## src/rtl/debug_frame_tx.sv

```systemverilog
// Word-to-byte frame serializer for the debug UART link: header, length, payload words MSB-first, checksum.
// Optional trailing XOR checksum byte is built only when DEBUG_FRAME_TX_CHECKSUM_EN is defined.
module debug_frame_tx #(
  parameter int unsigned SIZE        = 32,
  parameter int unsigned MAX_WORDS   = 64,
  parameter int unsigned ADDR_WIDTH  = $clog2(MAX_WORDS),
  parameter logic [7:0]  HEADER_BYTE = 8'hA5
) (
  input  logic                  i_clk,
  input  logic                  i_rst,
  input  logic                  i_start,
  input  logic [ADDR_WIDTH:0]   i_num_words,
  output logic [ADDR_WIDTH-1:0] o_word_addr,
  input  logic [SIZE-1:0]       i_word_data,
  input  logic                  i_tx_full,
  output logic [7:0]            o_tx_data,
  output logic                  o_tx_start,
  output logic                  o_busy,
  output logic                  o_done
);

  localparam int unsigned NBYTES = SIZE / 8;
  localparam int unsigned BC_W   = (NBYTES > 1) ? $clog2(NBYTES) : 1;
  localparam logic [BC_W-1:0]     BC_LAST = BC_W'(NBYTES - 1);
  localparam logic [ADDR_WIDTH:0] MAX_CNT = (ADDR_WIDTH + 1)'(MAX_WORDS);

  typedef enum logic [2:0] {
    IDLE,
    HDR,
    LEN,
    RD,
    LOAD,
    BYTE,
`ifdef DEBUG_FRAME_TX_CHECKSUM_EN
    CHK,
`endif
    FIN
  } state_t;

`ifdef DEBUG_FRAME_TX_CHECKSUM_EN
  localparam state_t TAIL = CHK;
`else
  localparam state_t TAIL = FIN;
`endif

  state_t                state_q, state_d;
  logic [ADDR_WIDTH:0]   count_q, count_d;
  logic [ADDR_WIDTH-1:0] addr_q, addr_d;
  logic [SIZE-1:0]       shreg_q, shreg_d;
  logic [BC_W-1:0]       bcnt_q, bcnt_d;
`ifdef DEBUG_FRAME_TX_CHECKSUM_EN
  logic [7:0]            csum_q, csum_d;
`endif

  logic [7:0]          tx_data;
  logic                push;
  logic [ADDR_WIDTH:0] next_idx;

  assign next_idx = {1'b0, addr_q} + (ADDR_WIDTH + 1)'(1);

  always_ff @(posedge i_clk) begin
    if (!i_rst) begin
      state_q <= IDLE;
      count_q <= '0;
      addr_q  <= '0;
      shreg_q <= '0;
      bcnt_q  <= '0;
`ifdef DEBUG_FRAME_TX_CHECKSUM_EN
      csum_q  <= '0;
`endif
    end else begin
      state_q <= state_d;
      count_q <= count_d;
      addr_q  <= addr_d;
      shreg_q <= shreg_d;
      bcnt_q  <= bcnt_d;
`ifdef DEBUG_FRAME_TX_CHECKSUM_EN
      csum_q  <= csum_d;
`endif
    end
  end

  always_comb begin
    state_d = state_q;
    count_d = count_q;
    addr_d  = addr_q;
    shreg_d = shreg_q;
    bcnt_d  = bcnt_q;
`ifdef DEBUG_FRAME_TX_CHECKSUM_EN
    csum_d  = csum_q;
`endif
    tx_data = '0;
    push    = 1'b0;
    unique case (state_q)
      IDLE: begin
        if (i_start) begin
          count_d = (i_num_words > MAX_CNT) ? MAX_CNT : i_num_words;
          addr_d  = '0;
`ifdef DEBUG_FRAME_TX_CHECKSUM_EN
          csum_d  = '0;
`endif
          state_d = HDR;
        end
      end
      HDR: begin
        tx_data = HEADER_BYTE;
        if (!i_tx_full) begin
          push    = 1'b1;
          state_d = LEN;
        end
      end
      LEN: begin
        tx_data = 8'(count_q);
        if (!i_tx_full) begin
          push    = 1'b1;
`ifdef DEBUG_FRAME_TX_CHECKSUM_EN
          csum_d  = csum_q ^ tx_data;
`endif
          state_d = (count_q == '0) ? TAIL : RD;
        end
      end
      RD:   state_d = LOAD;
      LOAD: begin
        shreg_d = i_word_data;
        bcnt_d  = BC_LAST;
        state_d = BYTE;
      end
      BYTE: begin
        tx_data = shreg_q[SIZE-1 -: 8];
        if (!i_tx_full) begin
          push    = 1'b1;
          shreg_d = shreg_q << 8;
`ifdef DEBUG_FRAME_TX_CHECKSUM_EN
          csum_d  = csum_q ^ tx_data;
`endif
          // The word index doubles as the source address; it only advances when another word follows.
          if (bcnt_q != '0) begin
            bcnt_d = bcnt_q - BC_W'(1);
          end else if (next_idx >= count_q) begin
            state_d = TAIL;
          end else begin
            addr_d  = addr_q + ADDR_WIDTH'(1);
            state_d = RD;
          end
        end
      end
`ifdef DEBUG_FRAME_TX_CHECKSUM_EN
      CHK: begin
        tx_data = csum_q;
        if (!i_tx_full) begin
          push    = 1'b1;
          state_d = FIN;
        end
      end
`endif
      FIN:     state_d = IDLE;
      default: state_d = IDLE;
    endcase
  end

  // Strobes are masked by reset so an abort cannot leak a push or done in the reset cycle.
  assign o_tx_start  = push & i_rst;
  assign o_tx_data   = tx_data;
  assign o_done      = (state_q == FIN) & i_rst;
  assign o_busy      = (state_q != IDLE) && (state_q != FIN);
  assign o_word_addr = addr_q;

endmodule

```

## config.mk

```make
export PLATFORM = sky130hd
export DESIGN_NAME = debug_frame_tx
export DESIGN_NICKNAME = d
export VERILOG_FILES = /design/src/rtl/debug_frame_tx.sv
export SDC_FILE = /design/constraint.sdc
export NUM_CORES = 1
export LEC_CHECK = 0
export ABC_AREA = 0
export CAP_MARGIN = 20
export CORE_MARGIN = 5
export CORE_UTILIZATION = 52
export CTS_BUF_LIST = sky130_fd_sc_hd__clkbuf_4
export DETAILED_ROUTE_END_ITERATION = 10
export GPL_TIMING_DRIVEN = 0
export PLACE_DENSITY = 0.86
export SLEW_MARGIN = 30
export SYNTH_ARGS = -nofsm -noshare
export SYNTH_HDL_FRONTEND = slang
export SYNTH_SLANG_ARGS = --single-unit
```

## constraint.sdc

```tcl
create_clock -name i_clk -period 2.9 [get_ports i_clk]
set_input_delay 0.29 -clock i_clk [delete_from_list [all_inputs] [get_ports i_clk]]
set_output_delay 0.29 -clock i_clk [all_outputs]
set_load 0.05 [all_outputs]
```

==> qor.txt, run 1 <==
DRC errors left -> 0
Die Y-Extent -> 81.4 um
Worst Tran Pin Value -> 0.554 ns
R2r worst-path depth -> 10
Mux cell area share after synthesis -> 0%
Total Wirelength -> 7.04 mm
WS Path Type -> register to primary output
Max stage delay on crit path -> 0.80 ns
Initial core utilization -> 52.8%
Worst hold path type -> input pin to register
Fin. Hold Viols -> 0
Hold Path Sink -> shreg_q[8]
Mapped cell area -> 2650 um2
Layout cells sized above 1 -> 8.98%
CTS tree -> done
Synthesized area per cell -> 7.93 um2
Yosys reg bits -> 50
Reg clk slew, reported paths -> 0.16 ns
DR WL/cell -> 15.0 um
Synth cell types -> 43
Flop-to-flop setup slack -> 0.37 ns
DIE WIDTH -> 81.4 um
Router iterations before antenna repair -> 4
XOR/XNOR Fraction of Synth Area -> 1.65%
Hold_buf cts -> 0
RSZ-0062 raised after global routing -> no
CP Cell Sequence -> buf_4, inv_2, nor3_2, nand2_1, nand2_1, clkdlybuf4s50_1
Peak VDD IR -> 0.317 mV
Gr ovfl total -> 0
Top-count cell post-synth -> nand2_1
Max Freq -> 363 MHz
Worst EP required -> 2.61 ns
Simple-gate area share of the yosys netlist -> 26.4%
Outcome -> finished, final reports clean
Total of max-cap violations -> 0
Critical Path Source Type -> register
Reg-to-Reg Start -> o_word_addr[2]
H-Tree Level Count -> 2
Min Hold Slack -> 0.477 ns
Final setup fails -> 0
Worst Hold Launch -> i_word_data[8]
First-pass GRT wire length -> 11.2 mm
Layout area overhead -> 28.4%
Vias per inst -> 5.53
Post-Syn Instances -> 334
Finished Layout Cells -> 471
Total area of sequential cells -> 1000 um2
Num Clock Sinks -> 50
Antenna diodes -> 0
Inserted Clock Buffers -> 5
CTS root buffer -> clkbuf_4
Part of the cycle the worst path needs -> 94.9%
FFs w/ async S/R, synth -> 0%
Final worst slack -> 0.148 ns
Leading area contributor after synthesis -> dfxtp_1
Worst hold stages -> 3
Dpl ws -> 0.225 ns
Min cycle time layout -> 2.75 ns
Synthesis warning total -> 0
Type of element capturing the critical path -> primary output
EDFF count, synth -> 0
Yosys top cell area share -> 37.8%
Largest net degree at the start of global routing -> 17
Post-Route Setup TNS -> 0 ns
Die area -> 6620 um2
Vias in the first global route -> 2445
Worst Clk Skew -> 0.0232 ns
Iter 0 DRT Violations -> 169
Placer congestion estimate -> 0.934
Placed cells -> 463
Port Buffer Count -> 59
Max-slew violation count -> 0
Clk_lat worst skew -> 0.38 ns
Layout filler cell count -> 473
Worst path bufs/invs -> 3
Post-synthesis compound-gate area fraction -> 22.2%
Syn nets -> 386
Critical path peak fanout -> 10
Initial antenna violation count -> 0
Post-CTS Setup Bufs -> 0
Top cells by area, synth -> dfxtp_1 (38%), nand2_1 (9.9%), nor2_1 (7.1%)
# IOs -> 60
Dominant synthesized flop cell -> dfxtp_1
Most common library cells after synthesis -> nand2_1 (70), dfxtp_1 (50), nor2_1 (50), a311oi_1 (20), a21oi_1 (14)
Standard-cell rows -> 26
Adder-cell share of the synthesized area -> 4.25%
P_leak -> 1.31 nW
Family with the most delay on the worst path -> buffers and inverters
Final nets -> 452
Rel. slew slack -> 63.0%
HPWL after DPL -> 5.51 mm
Area occupied by multi-input gates -> 1450 um2
Antenna Nets Post-Route -> 0
Via count -> 2605
Sequential area share after synthesis -> 37.8%
Max Buffers Root-to-Sink -> 2
Crit path DAT -> 2.46 ns
Crit Reg-Reg Endpoint -> o_word_addr[0]
Total global-route track usage -> 21.7%
Largest family of logic cells by synthesized area -> simple AND/OR/NAND/NOR gates
Worst-path cell with the longest stage delay -> clkdlybuf4s50_1
Pwr per Cell Area -> 413 nW/um2
Cell mode on critical path -> nand2_1
Core area -> 5010 um2
==> cells in the final DEF, fill, tap and decap left out, types with 9 or more instances in the layout <==
cell type | netlist | final
a311oi_1 | 20 | 20
ha_1 | 9 | 9
a21oi_1 | 14 | 13
dfxtp_1 | 50 | 50
clkdlybuf4s50_1 | 0 | 53
nand2_1 | 70 | 70
clkbuf_1 | 9 | 9
nor2_1 | 50 | 50
inv_1 | 10 | 10
==> final cells by class <==
class | instances | area share (%)
Inverter | 13 | 1.44
Buffer | 23 | 4.56
Multi-Input combinational cell | 248 | 42.5
Clock buffer | 5 | 1.10
Clock inverter | 3 | 0.626
Tap cell | 70 | 2.58
Sequential cell | 50 | 29.4
Timing Repair Buffer | 59 | 17.7
==> cell families (layout without fill, tap and decap cells) <==
| group | count (synthesis) | after routing |
|---|---|---|
| AOI/OAI and AO/OA | 78 | 78 |
| xor gates and xnor gates | 5 | 5 |
| adders and majority gates | 9 | 9 |
| buffers and inverters | 36 | 103 |
| DFF | 50 | 50 |
| and+or+nand+nor | 156 | 156 |
==> per-stage QoR <==
stage | util [%] | power [W] | area (um2)
2_1_floorplan | - | 0.000950 | 2650
3_3_place_gp | 66.4 | 0.00108 | 3330
3_5_place_dp | 66.4 | 0.00108 | 3330
4_1_cts | 67.5 | 0.00141 | 3380
5_1_grt | 67.9 | 0.00147 | 3400
6_report | 67.9 | 0.00140 | 3400
==> sequential cells by signal, summed over array words and instances, names as in the netlist <==
register,cells
shreg_q,32
state_q,3
bcnt_q,2
o_word_addr,6
count_q,7
==> power breakdown <==
group	switching [W]	internal, W
combinational	0.000198	0.000144
sequential	0.0000168	0.000712
clock	0.000237	0.0000948
==> layer usage <==
metal	GRT usage, %	part of all wire (%)	wire length, um
met3	3.66	4.5	315
met1	25.4	44	3100
met4	5.24	1.3	89
met5	0	0	0
met2	40.6	50	3540
==> worst register-to-register path, cell delays in order (launching register included) <==
cell and delay [ns]:
dfxtp_1 0.35, clkbuf_1 0.29, and3_1 0.23, nand3_1 0.10, xnor2_1 0.22, ha_1 0.28
o21ai_0 0.16, o21bai_1 0.12, a21o_1 0.23, a21oi_1 0.31, a211oi_1 0.13
==> how the worst max path moves through the flow <==
stage                                 to  slack [ns]      startpoint  depth (start not counted)
after floorplan           o_word_addr[0]        0.29  o_word_addr[0]                          9
after global routing        o_tx_data[2]       0.002      state_q[1]                          6
after CTS                     o_tx_start        0.02      state_q[1]                          6
final                       o_tx_data[2]        0.15      state_q[1]                          6
after detailed placement          o_done        0.23           i_rst                          5
after global placement            o_done        0.25           i_rst                          5
==> what timing repair did <==
action	CTS	global route
hold endpoints to repair	0	0
setup endpoints to repair	1	9
pin swaps	0	0
gates resized for setup	1	6
Power figures use the tool's default switching activity.
==> run 2: changes to the inputs <==
--- a/config.mk
+++ b/config.mk
@@ -7,7 +7,6 @@
 export LEC_CHECK = 0
 export ABC_AREA = 0
 export CAP_MARGIN = 20
-export CORE_MARGIN = 5
 export CORE_UTILIZATION = 52
 export CTS_BUF_LIST = sky130_fd_sc_hd__clkbuf_4
 export DETAILED_ROUTE_END_ITERATION = 10
==> run 2 against run 1 <==
Die area is 19% lower. Largest cell class unchanged. First-iteration DRC count is 56% higher. Critical endpoint is now o_tx_data[5]. Clock power is 4% lower. Core utilization is 2.6 points higher. Highest routed layer unchanged. Final area is 0.11% lower. Critical path type unchanged. Final cell count is 0.85% lower.
==> qor.txt, run 2 (synthesis gave the netlist of run 1 again) <==
Layout filler cell count -> 425 (-10%)
Final nets -> 452 (unchanged)
Part of the cycle the worst path needs -> 95.8% (+0.86 points)
P_leak -> 1.32 nW (about the same)
CTS root buffer -> clkbuf_4
DR WL/cell -> 14.4 um (-3.8%)
DIE WIDTH -> 73.4 um (-9.8%)
Crit path DAT -> 2.49 ns (+0.03 ns)
Pwr per Cell Area -> 410 nW/um2 (-0.59%)
Max FFs per register -> 32 (unchanged)
Area occupied by multi-input gates -> 1450 um2 (+0.43%)
Total global-route track usage -> 26.5% (+4.8 points)
Vias in the first global route -> 2478 (+1.3%)
HPWL after DPL -> 5.10 mm (-7.4%)
Max Buffers Root-to-Sink -> 2 (unchanged)
RSZ-0062 raised after global routing -> no
CTS tree -> done
Max-slew violation count -> 0 (unchanged)
Fin. Hold Viols -> 0 (unchanged)
Worst-path cell with the longest stage delay -> clkdlybuf4s50_1
First-pass GRT wire length -> 11.0 mm (-1.7%)
Placer congestion estimate -> 0.938 (+0.41%)
Max Freq -> 360 MHz (-0.90%)
Type of element capturing the critical path -> primary output
Commonest non-fill, non-tap cell in the layout -> nand2_1
Final setup fails -> 0 (unchanged)
Total of max-cap violations -> 0 (unchanged)
Iter 0 DRT Violations -> 263 (+56%)
Core area -> 4820 um2 (-3.8%)
Total area of sequential cells -> 1000 um2 (unchanged)
Total Wirelength -> 6.72 mm (-4.6%)
Worst Clk Skew -> 0.00653 ns (-0.0166 ns)
Vias per inst -> 5.70 (+3.1%)
H-Tree Level Count -> 2 (unchanged)
Gr ovfl total -> 0 (unchanged)
Antenna Nets Post-Route -> 0 (unchanged)
# IOs -> 60 (unchanged)
Post-Route Setup TNS -> 0 ns (unchanged)
Finished Layout Cells -> 467 (-0.85%)
Rel. slew slack -> 62.1% (-0.89 points)
Inserted Clock Buffers -> 5 (unchanged)
Initial antenna violation count -> 0 (unchanged)
Hold_buf cts -> 0 (unchanged)
Min cycle time layout -> 2.78 ns (+0.0249 ns)
Layout cells sized above 1 -> 8.75% (-0.23 points)
Port Buffer Count -> 59 (unchanged)
Standard-cell rows -> 25 (-3.8%)
Clk_lat worst skew -> 0.37 ns (about the same)
Most frequent cells in the layout -> nand2_1 (70), clkdlybuf4s50_1 (54), nor2_1 (50), dfxtp_1 (50), a311oi_1 (20)
Critical path peak fanout -> 10 (unchanged)
Post-CTS Setup Bufs -> 0 (unchanged)
Layout area overhead -> 28.3%
CP Cell Sequence -> buf_6, inv_2, nor2_1, o21ai_0, nand2_1, clkdlybuf4s50_1
Biggest register -> shreg_q
Antenna diodes -> 0 (unchanged)
Router iterations before antenna repair -> 5 (+1)
Critical Path Source Type -> register
Outcome -> finished, final reports clean
Num Clock Sinks -> 50 (unchanged)
WS Path Type -> register to primary output
Initial core utilization -> 55.0% (+2.1 points)
Worst Tran Pin Value -> 0.569 ns (+0.0153 ns)
Peak VDD IR -> 0.298 mV (-5.8%)
Via count -> 2663 (+2.2%)
Placed cells -> 460 (-0.65%)
Reg clk slew, reported paths -> 0.15 ns (about the same)
Worst hold path type -> input pin to register
Die Y-Extent -> 73.4 um (-9.8%)
DRC errors left -> 0 (unchanged)
Die area -> 5380 um2 (-19%)
Worst EP required -> 2.61 ns (about the same)
Max stage delay on crit path -> 0.80 ns (about the same)
CTS resizes -> 0 (-1)
Largest net degree at the start of global routing -> 16 (-1)
## run 2: cell count changes in the layout (fill, tap and decap cells not counted), sizes merged
| cell | delta |
|---|---|
| clkdlybuf4s50 | +1 |
| clkinv | -1 |
| clkinvlp | -1 |
| dlygate4sd2 | -1 |
| inv | +1 |
## run 2: critical path: cells and delay by family (launching register included)
family | cells | cell delay [ns]
AOI/OAI and AO/OA | 1 | 0.26
buffers and inverters | 3 | 1.03
DFF | 1 | 0.35
and+or+nand+nor | 2 | 0.47
## run 2: per-stage QoR
step | hold WS, ns | setup slack (ns) | util [%] | instance area [um2] | total power, W
2_1_floorplan | 0.437 | 0.286 | - | 2650 | 0.000950
3_3_place_gp | 0.458 | 0.241 | 69.0 | 3320 | 0.00108
3_5_place_dp | 0.465 | 0.198 | 69.0 | 3320 | 0.00108
4_1_cts | 0.473 | 0.0445 | 70.0 | 3370 | 0.00138
5_1_grt | 0.481 | 0.00993 | 70.5 | 3400 | 0.00145
6_report | 0.478 | 0.123 | 70.5 | 3400 | 0.00139
## run 2: worst paths after layout
| path | startpoint | to | slack, ns | cells past startpoint |
|---|---|---|---|---|
| worst min register to register | bcnt_q[0] | bcnt_q[0] | 0.49 | 1 |
| worst min-delay path | i_word_data[21] | shreg_q[21] | 0.48 | 3 |
| worst max-delay path | state_q[0] | o_tx_data[5] | 0.12 | 6 |
| worst max register to register | o_word_addr[0] | state_q[0] | 0.31 | 9 |
## run 2: area by class of cell
type,count,share of cell area [%]
Inverter,13,1.44
Sequential cell,50,29.5
Timing Repair Buffer,59,17.8
Clock buffer,5,1.11
Buffer,23,4.57
Clock inverter,2,0.405
Multi-Input combinational cell,248,42.8
Tap cell,67,2.47
## run 2: per-layer routing
layer	GRT usage (%)	up-vias	wire length, um
met3	4.80	13	319
met4	11.3	0	146
met1	33.6	1229	3020
li1	-	1320	-
met5	0	-	0
met2	44.2	101	3230
## run 2: power by group
part,total (W),internal [W],switching (W)
sequential,0.000729,0.000712,0.0000170
clock,0.000318,0.0000923,0.000226
combinational,0.000346,0.000145,0.000201
==> run 3: changes to the inputs <==
--- a/config.mk
+++ b/config.mk
@@ -7,11 +7,11 @@
 export LEC_CHECK = 0
 export ABC_AREA = 0
 export CAP_MARGIN = 20
-export CORE_UTILIZATION = 52
-export CTS_BUF_LIST = sky130_fd_sc_hd__clkbuf_4
+export CORE_UTILIZATION = 50
+export CTS_BUF_LIST = sky130_fd_sc_hd__clkbuf_16
 export DETAILED_ROUTE_END_ITERATION = 10
 export GPL_TIMING_DRIVEN = 0
-export PLACE_DENSITY = 0.86
+export PLACE_DENSITY = 0.84
 export SLEW_MARGIN = 30
 export SYNTH_ARGS = -nofsm -noshare
 export SYNTH_HDL_FRONTEND = slang
==> run 3 against run 2 <==
Sequential share of layout area down 0.67 points. Global-route usage down 0.28 points. First-iteration DRC count down 36%. Non-clock buffer count unchanged. Critical endpoint is now o_tx_data[6]. Wire length down 0.67%. Sequential power about the same. Clock skew down 0.0040 ns. Worst setup slack better by 0.0074 ns. Core utilization down 2.5 points. Largest cell class unchanged.
==> qor.txt, run 3 (synthesis gave the netlist of run 1 again) <==
Outcome -> finished, final reports clean
Vias in the first global route -> 2430 (-1.9%)
Max stage delay on crit path -> 0.87 ns (+0.07 ns)
Gr ovfl total -> 0 (unchanged)
Worst Tran Pin Value -> 0.570 ns (+0.00135 ns)
Antenna Nets Post-Route -> 0 (unchanged)
Worst EP required -> 2.61 ns (about the same)
Hold Path Sink -> shreg_q[31]
CTS tree -> done
First-pass GRT wire length -> 11.0 mm (+0.31%)
Layout filler cell count -> 466 (+9.6%)
Pwr per Cell Area -> 474 nW/um2 (+16%)
CTS root buffer -> clkbuf_16
Core area -> 5110 um2 (+6.0%)
Max FFs per register -> 32 (unchanged)
Worst Clk Skew -> 0.00258 ns (-0.00395 ns)
DRC errors left -> 0 (unchanged)
Flop-to-flop setup slack -> 0.37 ns (+0.06 ns)
Part of the power in registers -> 44.3% (-8.1 points)
Standard-cell rows -> 26 (+4.0%)
Final core occ -> 68.0% (-2.5 points)
Commonest non-fill, non-tap cell in the layout -> nand2_1
P_leak -> 1.28 nW (-2.5%)
Max-slew violation count -> 0 (unchanged)
RSZ-0062 raised after global routing -> no
Post-Route Setup TNS -> 0 ns (unchanged)
Placer congestion estimate -> 0.886 (-5.6%)
Pint -> 0.00117 W (+24%)
Critical path peak fanout -> 10 (unchanged)
DIE WIDTH -> 74.8 um (+1.9%)
Type of element capturing the critical path -> primary output
Rel. slew slack -> 62.0% (-0.090 points)
Largest net degree at the start of global routing -> 16 (unchanged)
Worst hold path type -> register to register
DR WL/cell -> 14.2 um (-1.5%)
Antenna diodes -> 0 (unchanged)
Final nets -> 452 (unchanged)
Clk_lat worst skew -> 0.29 ns (-0.08 ns)
Worst hold stages -> 2 (-1)
R2r worst-path depth -> 9 (unchanged)
Switch Pwr -> 0.000474 W (+6.9%)
Die area -> 5590 um2 (+3.9%)
H-Tree Level Count -> 2 (unchanged)
Critical Path Source Type -> register
Reg clk slew, reported paths -> 0.06 ns (-0.09 ns)
Post-CTS Setup Bufs -> 0 (unchanged)
Worst path bufs/invs -> 4 (+1)
Router iterations before antenna repair -> 4 (-1)
Crit path DAT -> 2.48 ns (about the same)
Total Wirelength -> 6.67 mm (-0.67%)
Initial antenna violation count -> 0 (unchanged)
Fin. Hold Viols -> 0 (unchanged)
Dpl ws -> 0.191 ns (-0.00663 ns)
Clk pwr share -> 35.0% (+12 points)
Peak VDD IR -> 0.331 mV (+11%)
Share of power burned in combinational logic -> 20.8% (-4.0 points)
Worst-path cell with the longest stage delay -> clkdlybuf4s50_1
Port Buffer Count -> 59 (unchanged)
CP Cell Sequence -> buf_6, inv_2, nor3_4, buf_6, nand2_1, o41ai_1, clkdlybuf4s50_1
WS Path Type -> register to primary output
Crit Reg-Reg Endpoint -> o_word_addr[2]
# IOs -> 60 (unchanged)
Iter 0 DRT Violations -> 168 (-36%)
Die Y-Extent -> 74.8 um (+1.9%)
Vias per inst -> 5.56 (-2.4%)
HPWL after DPL -> 5.09 mm (-0.18%)
Reg-to-Reg Start -> o_word_addr[0]
Via count -> 2621 (-1.6%)
Family with the most delay on the worst path -> buffers and inverters
Inserted Clock Buffers -> 5 (unchanged)
Total of max-cap violations -> 0 (unchanged)
Power Total -> 0.00165 W (+18%)
Max Freq -> 361 MHz (+0.27%)
Most frequent cells in the layout -> nand2_1 (70), clkdlybuf4s50_1 (58), nor2_1 (50), dfxtp_1 (50), a311oi_1 (20)
Part of the cycle the worst path needs -> 95.5% (-0.26 points)
Min cycle time layout -> 2.77 ns (-0.00745 ns)
Cell mode on critical path -> buf_6
Final worst slack -> 0.131 ns (+0.00745 ns)
Total area of sequential cells -> 1000 um2 (unchanged)
Total global-route track usage -> 26.2% (-0.28 points)
Worst Hold Launch -> shreg_q[23]
Biggest register -> shreg_q
Initial core utilization -> 51.8% (-3.1 points)
Num Clock Sinks -> 50 (unchanged)
Area occupied by multi-input gates -> 1450 um2 (-0.43%)
Layout area overhead -> 31.2%
Switching share of total power -> 28.8% (-3.1 points)
Final setup fails -> 0 (unchanged)
Layout cells sized above 1 -> 8.73% (-0.022 points)
Max Buffers Root-to-Sink -> 2 (unchanged)
==> run 3: changes by cell type in the layout (fill, tap and decap cells not counted), sizes merged <==
cell / before / now
dlymetal6s2s: 5 / 1
clkinv: 1 / 2
clkdlybuf4s50: 54 / 58
==> run 3: routing by layer <==
metal  share of wire (%)  vias up  GRT usage (%)
met5                   0        -              0
met4                 1.8        0           10.9
met3                 3.5       10           4.28
met2                  50       68           45.2
met1                  45     1230           32.5
li1                    -     1313              -
==> run 3: metrics by stage <==
step	cell area, um2	std cells	hold slack [ns]
5_1_grt	3470	471	0.493
3_5_place_dp	3330	463	0.464
6_report	3470	471	0.476
4_1_cts	3470	471	0.479
2_1_floorplan	2650	334	0.437
3_3_place_gp	3330	463	0.458
==> run 3: cell type report <==
cell class | instances | area share (%)
repair buffers | 59 | 17.1
clock inverters | 3 | 0.504
flip-flops and latches | 50 | 28.8
plain buffers | 23 | 4.47
inverters | 13 | 1.40
multi-input cells | 248 | 41.6
well taps | 70 | 2.52
clock buffers | 5 | 3.60
==> run 3: worst max-delay path by stage <==
stage / startpoint / endpoint / slack, ns / cells after the start
5_1_grt: state_q[0] / o_tx_data[6] / 0.05 / 7
4_1_cts: state_q[0] / o_tx_data[6] / 0.14 / 7
3_3_place_gp: i_rst / o_done / 0.23 / 5
3_5_place_dp: i_rst / o_done / 0.19 / 5
6_report: state_q[0] / o_tx_data[6] / 0.13 / 7
2_1_floorplan: o_word_addr[0] / o_word_addr[0] / 0.29 / 9
==> run 3: what timing repair did <==
item,in CTS,in global routing
hold buffers,0,0
endpoints found under the setup margin,0,4
resized for setup,0,2
==> run 3: power by group through the flow <==
| stage | clock (W) | combinational, W | sequential (W) |
|---|---|---|---|
| 5_1_grt | 0.000609 | 0.000372 | 0.000731 |
| 3_5_place_dp | 0 | 0.000337 | 0.000744 |
| 6_report | 0.000576 | 0.000342 | 0.000729 |
| 2_1_floorplan | 0 | 0.000211 | 0.000739 |
| 3_3_place_gp | 0 | 0.000332 | 0.000743 |
| 4_1_cts | 0.000578 | 0.000339 | 0.000729 |
==> run 3: worst reg2reg max path, cell delays in order, from the launching register on <==
cell and delay, ns:
dfxtp_1 0.44, ha_1 0.30, nand3_1 0.15, xnor2_1 0.17
ha_1 0.31, a211oi_1 0.24, o21bai_1 0.15, a21oi_2 0.30
nand4_1 0.16, a31oi_1 0.22
